`src/rtl/load_store_unit.sv`:
```
// rtl/load_store_unit.sv - byte/half/word load-store unit in front of a word-aligned data memory
//
// Purpose: accepts one load/store at a time, checks alignment/range/size, performs
// read-modify-write for sub-word stores and sign/zero extension for loads.
// Big-endian lanes: byte offset 0 is bits [31:24].
//
// Ports:
//   clk, reset                  clock, synchronous active-high reset
//   req_valid/req_ready         request handshake (accepted when both high)
//   req_write, req_size,        store flag, 00 byte / 01 half / 10 word / 11 illegal,
//   req_unsigned                zero-extend loads
//   req_adress, req_wdata       byte address, store data (byte [7:0], half [15:0])
//   resp_valid, resp_rdata,     one-cycle response, extended load data,
//   resp_error                  misaligned / out-of-range / illegal size
//   mem_write_enable,           data memory write strobe,
//   mem_adress, mem_write_data  word-aligned address, write data
//   mem_read_data               combinational read data from data memory
module load_store_unit #(
    parameter int MEM_WORDS = 64
) (
    input  logic        clk,
    input  logic        reset,
    input  logic        req_valid,
    output logic        req_ready,
    input  logic        req_write,
    input  logic [1:0]  req_size,
    input  logic        req_unsigned,
    input  logic [31:0] req_adress,
    input  logic [31:0] req_wdata,
    output logic        resp_valid,
    output logic [31:0] resp_rdata,
    output logic        resp_error,
    output logic        mem_write_enable,
    output logic [31:0] mem_adress,
    output logic [31:0] mem_write_data,
    input  logic [31:0] mem_read_data
);

    typedef enum logic [1:0] {
        IDLE  = 2'b00,
        READ  = 2'b01,
        WRITE = 2'b10,
        RESP  = 2'b11
    } state_t;

    state_t      state;
    state_t      state_next;

    logic [31:0] addr_q;
    logic [1:0]  size_q;
    logic        write_q;
    logic        unsigned_q;
    logic [31:0] wdata_q;
    logic [31:0] word_q;
    logic        err_q;

    logic        accept;
    logic        req_error;
    logic [1:0]  lane;
    logic [4:0]  byte_shift;
    logic [4:0]  half_shift;
    logic [31:0] merged;
    logic [31:0] load_data;
    logic [31:0] byte_word;
    logic [31:0] half_word;

    assign req_ready = (state == IDLE) && !reset;
    assign accept    = req_valid && req_ready;

    always_comb begin
        req_error = 1'b0;
        if (req_size == 2'b11)
            req_error = 1'b1;
        if (req_size == 2'b01 && req_adress[0] != 1'b0)
            req_error = 1'b1;
        if (req_size == 2'b10 && req_adress[1:0] != 2'b00)
            req_error = 1'b1;
        if ({2'b00, req_adress[31:2]} >= 32'(MEM_WORDS))
            req_error = 1'b1;
    end

    always_ff @(posedge clk) begin
        if (reset) begin
            state      <= IDLE;
            addr_q     <= 32'h0;
            size_q     <= 2'b00;
            write_q    <= 1'b0;
            unsigned_q <= 1'b0;
            wdata_q    <= 32'h0;
            word_q     <= 32'h0;
            err_q      <= 1'b0;
        end else begin
            state <= state_next;
            if (accept) begin
                addr_q     <= req_adress;
                size_q     <= req_size;
                write_q    <= req_write;
                unsigned_q <= req_unsigned;
                wdata_q    <= req_wdata;
                err_q      <= req_error;
            end
            if (state == READ)
                word_q <= mem_read_data;
        end
    end

    always_comb begin
        state_next = state;
        case (state)
            IDLE: begin
                if (accept) begin
                    if (req_error)
                        state_next = RESP;
                    else if (req_write && req_size == 2'b10)
                        state_next = WRITE;
                    else
                        state_next = READ;
                end
            end
            READ:    state_next = write_q ? WRITE : RESP;
            WRITE:   state_next = RESP;
            RESP:    state_next = IDLE;
            default: state_next = IDLE;
        endcase
    end

    // Lane L sits at bit 8*(3-L) for bytes and 8*(2-L) for halves (L is 0 or 2).
    assign lane       = addr_q[1:0];
    assign byte_shift = {~lane, 3'b000};
    assign half_shift = {~lane[1], 4'b0000};

    always_comb begin
        merged = wdata_q;
        case (size_q)
            2'b00: merged = (word_q & ~(32'h0000_00FF << byte_shift))
                          | ({24'h0, wdata_q[7:0]} << byte_shift);
            2'b01: merged = (word_q & ~(32'h0000_FFFF << half_shift))
                          | ({16'h0, wdata_q[15:0]} << half_shift);
            default: merged = wdata_q;
        endcase
    end

    assign byte_word = word_q >> byte_shift;
    assign half_word = word_q >> half_shift;

    always_comb begin
        load_data = word_q;
        case (size_q)
            2'b00: load_data = {{24{~unsigned_q & byte_word[7]}}, byte_word[7:0]};
            2'b01: load_data = {{16{~unsigned_q & half_word[15]}}, half_word[15:0]};
            default: load_data = word_q;
        endcase
    end

    // Reset gates every output so an aborted request can neither write nor respond.
    assign resp_valid       = (state == RESP) && !reset;
    assign resp_error       = resp_valid && err_q;
    assign resp_rdata       = (resp_valid && !err_q && !write_q) ? load_data : 32'h0;
    assign mem_write_enable = (state == WRITE) && !reset;
    assign mem_write_data   = mem_write_enable ? merged : 32'h0;
    assign mem_adress       = (state != IDLE && !reset) ? {addr_q[31:2], 2'b00} : 32'h0;

endmodule

```
`config.mk`:
```
export PLATFORM = sky130hd
export DESIGN_NAME = load_store_unit
export DESIGN_NICKNAME = d
export VERILOG_FILES = /design/src/rtl/load_store_unit.sv
export SDC_FILE = /design/constraint.sdc
export NUM_CORES = 1
export LEC_CHECK = 0
export ABC_AREA = 0
export CORE_MARGIN = 1
export CORE_UTILIZATION = 40
export DETAILED_ROUTE_END_ITERATION = 6
export PLACE_DENSITY = 0.69
export SLEW_MARGIN = 5
export SYNTH_ARGS = -nofsm -noshare
export SYNTH_HDL_FRONTEND = slang
export SYNTH_SLANG_ARGS = --single-unit
export TNS_END_PERCENT = 30
```
`constraint.sdc`:
```
create_clock -name clk -period 3.1 [get_ports clk]
set_input_delay 0.465 -clock clk [delete_from_list [all_inputs] [get_ports clk]]
set_output_delay 0.465 -clock clk [all_outputs]
set_load 0.01 [all_outputs]
```
* After elaboration in Yosys (flattened, before gate mapping)
Cells that the tools add are included.
Operators by class: magnitude comparators 1, eq/ne operators 8, shifts and indexed selects 6, multiplexer cells 14, bitwise operators 11, reductions and logical operators 18
Operators with widths (number):
- 32-bit case mux with 2 select lines | 2
- 32-bit two-way mux | 3
- 32-bit bitwise AND | 2
- 32-bit inverter | 2
- 32-bit OR | 2
- 16-bit by 5-bit << shifter with 32-bit output | 1
- 16-bit by 5-bit << shifter with 32-bit output (first input constant) | 1
- 8-bit by 5-bit << shifter with 32-bit output | 1
- 8-bit by 5-bit << shifter with 32-bit output (first input constant) | 1
- 32-bit by 5-bit >> shifter with 16-bit output | 1
- 32-bit by 5-bit >> shifter with 8-bit output | 1
- 30-bit by 7-bit >= comparator with 1-bit output (second input constant) | 1
- 1-bit logical AND | 11
- 2-bit == test (second input constant) | 4
- 2-bit case mux with 4 select lines | 1
- 2-bit by 1-bit == test with 1-bit output (second input constant) | 3
- 2-bit two-way mux | 3
- 1-bit two-way mux | 5
- 2-bit zero test | 2
- 2-bit nonzero test | 2
- 1-bit zero test | 3
- 1-bit bitwise AND | 2
- 2-bit inequality test (second input constant) | 1
- 1-bit inverter | 2
- 2-bit inverter | 1
Storage, ports and cells: register bits 103, output and inout port bits 100

* Logic depth before layout (Yosys ltp)
word-level depth 8, mapped depth 9, gate-level depth less buffers 6

* Worst setup path before layout
OpenSTA, ideal clock, no wires.
path kind register to output, start point reg state[0], end point out resp_rdata[20], arrival 1.867 ns, required time 2.635 ns, setup slack 0.768 ns, stages on the path, launching flop included 8, path through dfxtp_1 ha_1 or4b_1 clkbuf_2 or3_4 a21o_4 buf_6 nand2_1
On the way: cells in the longest elaborated chain, start to end 5
Ends and longest elaborated chain:
- start: declaration | RTL line 46 | state_t state;
- start signal: assignment | RTL line 93 | state <= state_next;
- 2-bit == test | RTL line 156 | assign resp_valid = (state == RESP) && !reset;
- 1-bit logical AND | RTL line 156
- 1-bit logical AND (2 in a row) | RTL line 158 | assign resp_rdata = (resp_valid && !err_q && !write_q) ? load_data : 32'h0;
- 32-bit two-way mux | RTL line 158
- end: declaration | RTL line 31 | output logic [31:0] resp_rdata,
No other way between the ends.

* Worst setup path in the final report
start point reg size_q[1], end point out resp_rdata[7]
On the way: cells in the longest elaborated chain, start to end 3, elaborated cells between the ends (all ways) 4
Ends and longest elaborated chain:
- start: declaration | RTL line 50 | logic [1:0] size_q;
- start signal: assignment | RTL line 96 | size_q <= req_size;
- 2-bit by 1-bit == test with 1-bit output or 2-bit zero test (tied branches) | RTL line 148 | case (size_q)
- 32-bit case mux with 2 select lines * | RTL line 148
- 32-bit two-way mux * | RTL line 158
Every way passes the cells marked *; elsewhere a longest branch is shown, timed or not.

==> metrics <==
antenna fix cells 0; # Max-Cap Violations 0; clock root buffer master clkbuf_16; area share of the largest cell type after synthesis roughly 37%; critical path type register to output port; H-tree lvl count 3; die footprint around 0.014 sq mm; Comb pwr share 36.9%; core area roughly 0.013 sq mm; sequential area share after synthesis a little under two fifths; Cell Area, Placed between 0.007 and 0.008 sq mm; DRT Pass-1 Iters 6; Switch Pwr 0.00180 W; final net count 981; DRC Markers 0; crit path DAT 2.53 ns; TritonCTS Buffers 9; total chip power 0.00496 W; crit share post-route about 97%; Syn Inst Count around 700; Reg clk slew, reported paths around 0.07 ns; initial antenna violation count 0; Die Ht 120 microns; Rows 42; Clk pwr share a little under a quarter; Max VDD drop approximately 0.33 mV; synthesized area between 0.005 and 0.006 sq mm; # port buffers 200; final non-filler cell total around 1,100; first-pass GRT wire length 28,300 microns; Warnings, synthesis 0; share of cells above drive strength 1 roughly 8.6%; Layout area overhead 45.7%; Initial Util about two fifths; PD cells approximately 610 mW/mm^2; HPWL Detailed approximately 14,000 microns; fill count between 1,000 and 1,500; CTS tree built; IO Count 203; maximum clock path buffer count 2; library cells used by synthesis 48; flops & latches, synth 103; Iter 0 DRT Violations ~500; vias in the first global route 5,362; Sum Neg Setup Slack 0 ns; Clock Latency Late Sink ~0.36 ns; routability congestion estimate between 0.8 and 0.9; worst slew pin tran just over 1 ns; GRT Total Usage between 20% and 30%; number of synthesized flops with an enable pin 0; WL final 18,600 microns; Post-synth ARST share 0%; fmax approximately 330 MHz; Lkg Pwr between 3 and 4 nW; post-route cell area a little over 0.008 sq mm; Worst slew margin a little over 30%; Worst Path Required 2.63 ns; Int Pwr 0.00316 W; Worst Slack Setup Final slightly above 0.1 ns; worst-path maximum fanout 14; crit path launch type register; Vias around 5,500; WL/cell approximately 18 microns; minimum clock period between 2 and 3 ns; Flop pwr share about two fifths; top cells by area, synth dfxtp_1 (37%), mux2i_1 (9.0%), nand2b_1 (8.0%); status completed; skew final approximately 0.0046 ns; final setup fails 0; post-synth top area cell dfxtp_1; HP Class register to register; largest net degree at the start of global routing 76; Sink Count just over 100; ys flop type dfxtp_1; Final Hold Violating Endpoints 0; unrepaired setup endpoints after global routing true; gr ovfl total 0; switch share 36.3%; Vias/cell approximately 5.3; fin. max-slew vios 0; DP Cell Count about 1,000; die boundary width between 100 and 150 microns; Worst Setup End Kind output port; Place WS about 0.26 ns; syn avg cell area 7.99 sq um; antenna-violating nets left 0; Post CTS Setup Buffer Count 0
==> power by group through the flow <==
stage | Clock (W) | Combinational, W | Sequential (W)
detailed placement | 0 | 0.00181 | 0.00197
finish | 0.00117 | 0.00183 | 0.00196
floorplan | 0 | 0.00122 | 0.00182
global route | 0.00125 | 0.00200 | 0.00199
global placement | 0 | 0.00177 | 0.00196
CTS | 0.00119 | 0.00183 | 0.00195
==> metrics by stage <==
stage | hold slack [ns] | utilization [%]
after floorplan | 0.445 | -
after global placement | 0.457 | 57.7
after detailed placement | 0.464 | 57.7
after CTS | 0.477 | 60.1
after global routing | 0.501 | 60.6
final | 0.472 | 60.6
==> logic make-up after synthesis <==
logic type / count (synthesis) / share of synthesized area, %
and+or+nand+nor: 337 / 29.5
AOI/OAI and AO/OA: 124 / 14.7
DFF: 103 / 37.0
muxes: 65 / 13.2
buffers and inverters: 64 / 4.65
adders and majority gates: 4 / 0.898
other: 1 / 0.0673
==> cells in the final DEF, fill, tap and decap left out, types with 5 or more instances in the layout <==
| cell type | synthesis | final |
|---|---|---|
| nand3_1 | 5 | 5 |
| o21ai_0 | 69 | 69 |
| nor2b_1 | 16 | 16 |
| a222oi_1 | 8 | 8 |
| nor2_1 | 66 | 64 |
| dlymetal6s2s_1 | 0 | 19 |
| mux2_2 | 9 | 9 |
| a22o_1 | 8 | 8 |
| dfxtp_1 | 103 | 101 |
| clkdlybuf4s50_1 | 0 | 178 |
| buf_4 | 2 | 22 |
| clkbuf_16 | 0 | 9 |
| nand2b_1 | 71 | 71 |
| nor3_1 | 16 | 16 |
| mux4_2 | 6 | 6 |
| nand2_1 | 115 | 115 |
| a221oi_1 | 9 | 9 |
| nor4_1 | 8 | 8 |
| and2_1 | 32 | 32 |
| mux2i_1 | 50 | 50 |
| o221a_2 | 5 | 5 |
==> final timing paths <==
check	start	endpoint	slack, ns	cells past startpoint
setup / recovery	size_q[1]	resp_rdata[7]	0.10	4
hold / removal	addr_q[28]	addr_q[28]	0.47	2
hold reg to reg	addr_q[28]	addr_q[28]	0.47	2
setup reg to reg	state[1]	state[0]	1.27	5
==> state kept, by name (all words and copies together) (netlist names) <==
signal	cells
addr_q	32
wdata_q	32
word_q	32
size_q	2
state	2
err_q	1
unsigned_q	1
write_q	1
==> cells in the mapped netlist (all sizes together), types with 3 or more instances <==
| master | number |
|---|---|
| dfxtp | 103 |
| mux2i | 50 |
| nor3 | 16 |
| a22o | 8 |
| nand2b | 71 |
| nand3 | 5 |
| and2 | 32 |
| o21a | 3 |
| nor2 | 67 |
| ha | 4 |
| o21ai | 69 |
| a221oi | 9 |
| nor2b | 16 |
| a222oi | 8 |
| nand2 | 115 |
| mux2 | 9 |
| buf | 7 |
| inv | 5 |
| a21oi | 4 |
| nor4 | 8 |
| a211oi | 3 |
| mux4 | 6 |
| clkbuf | 52 |
| o221a | 5 |
==> routing by layer <==
layer / vias to the layer above / routed length (microns) / global-route usage [%]
met5: - / 0 / 0
met3: 32 / 1150 / 3.75
li1: 2724 / - / -
met2: 231 / 8790 / 42.2
met1: 2560 / 8250 / 33.3
met4: 0 / 374 / 9.38
==> layout make-up <==
class | instances | area, sq um | area share, %
tap | 176 | 220 | 2.71
timing repair buffer | 222 | 2210 | 27.2
sequential | 103 | 2060 | 25.4
multi-input combinational | 533 | 3300 | 40.7
clock inverter | 7 | 80.1 | 0.986
clock buffer | 9 | 225 | 2.77
inverter | 5 | 18.8 | 0.231
==> what timing repair did <==
item                                    4_1_cts  5_1_grt
hold buffers                                  0        0
pin swaps                                     0        0
endpoints found under the setup margin       21       26
gates cloned                                  0        1
resized for setup                             6       22
==> worst max-delay path, stage by stage (launching register included) <==
cell	delay (ns)
dfxtp_1	0.68
a21o_1	0.40
a32oi_1	0.12
a221oi_1	0.36
clkdlybuf4s50_1	0.62
No activity file was read; power rests on OpenSTA's default activity.
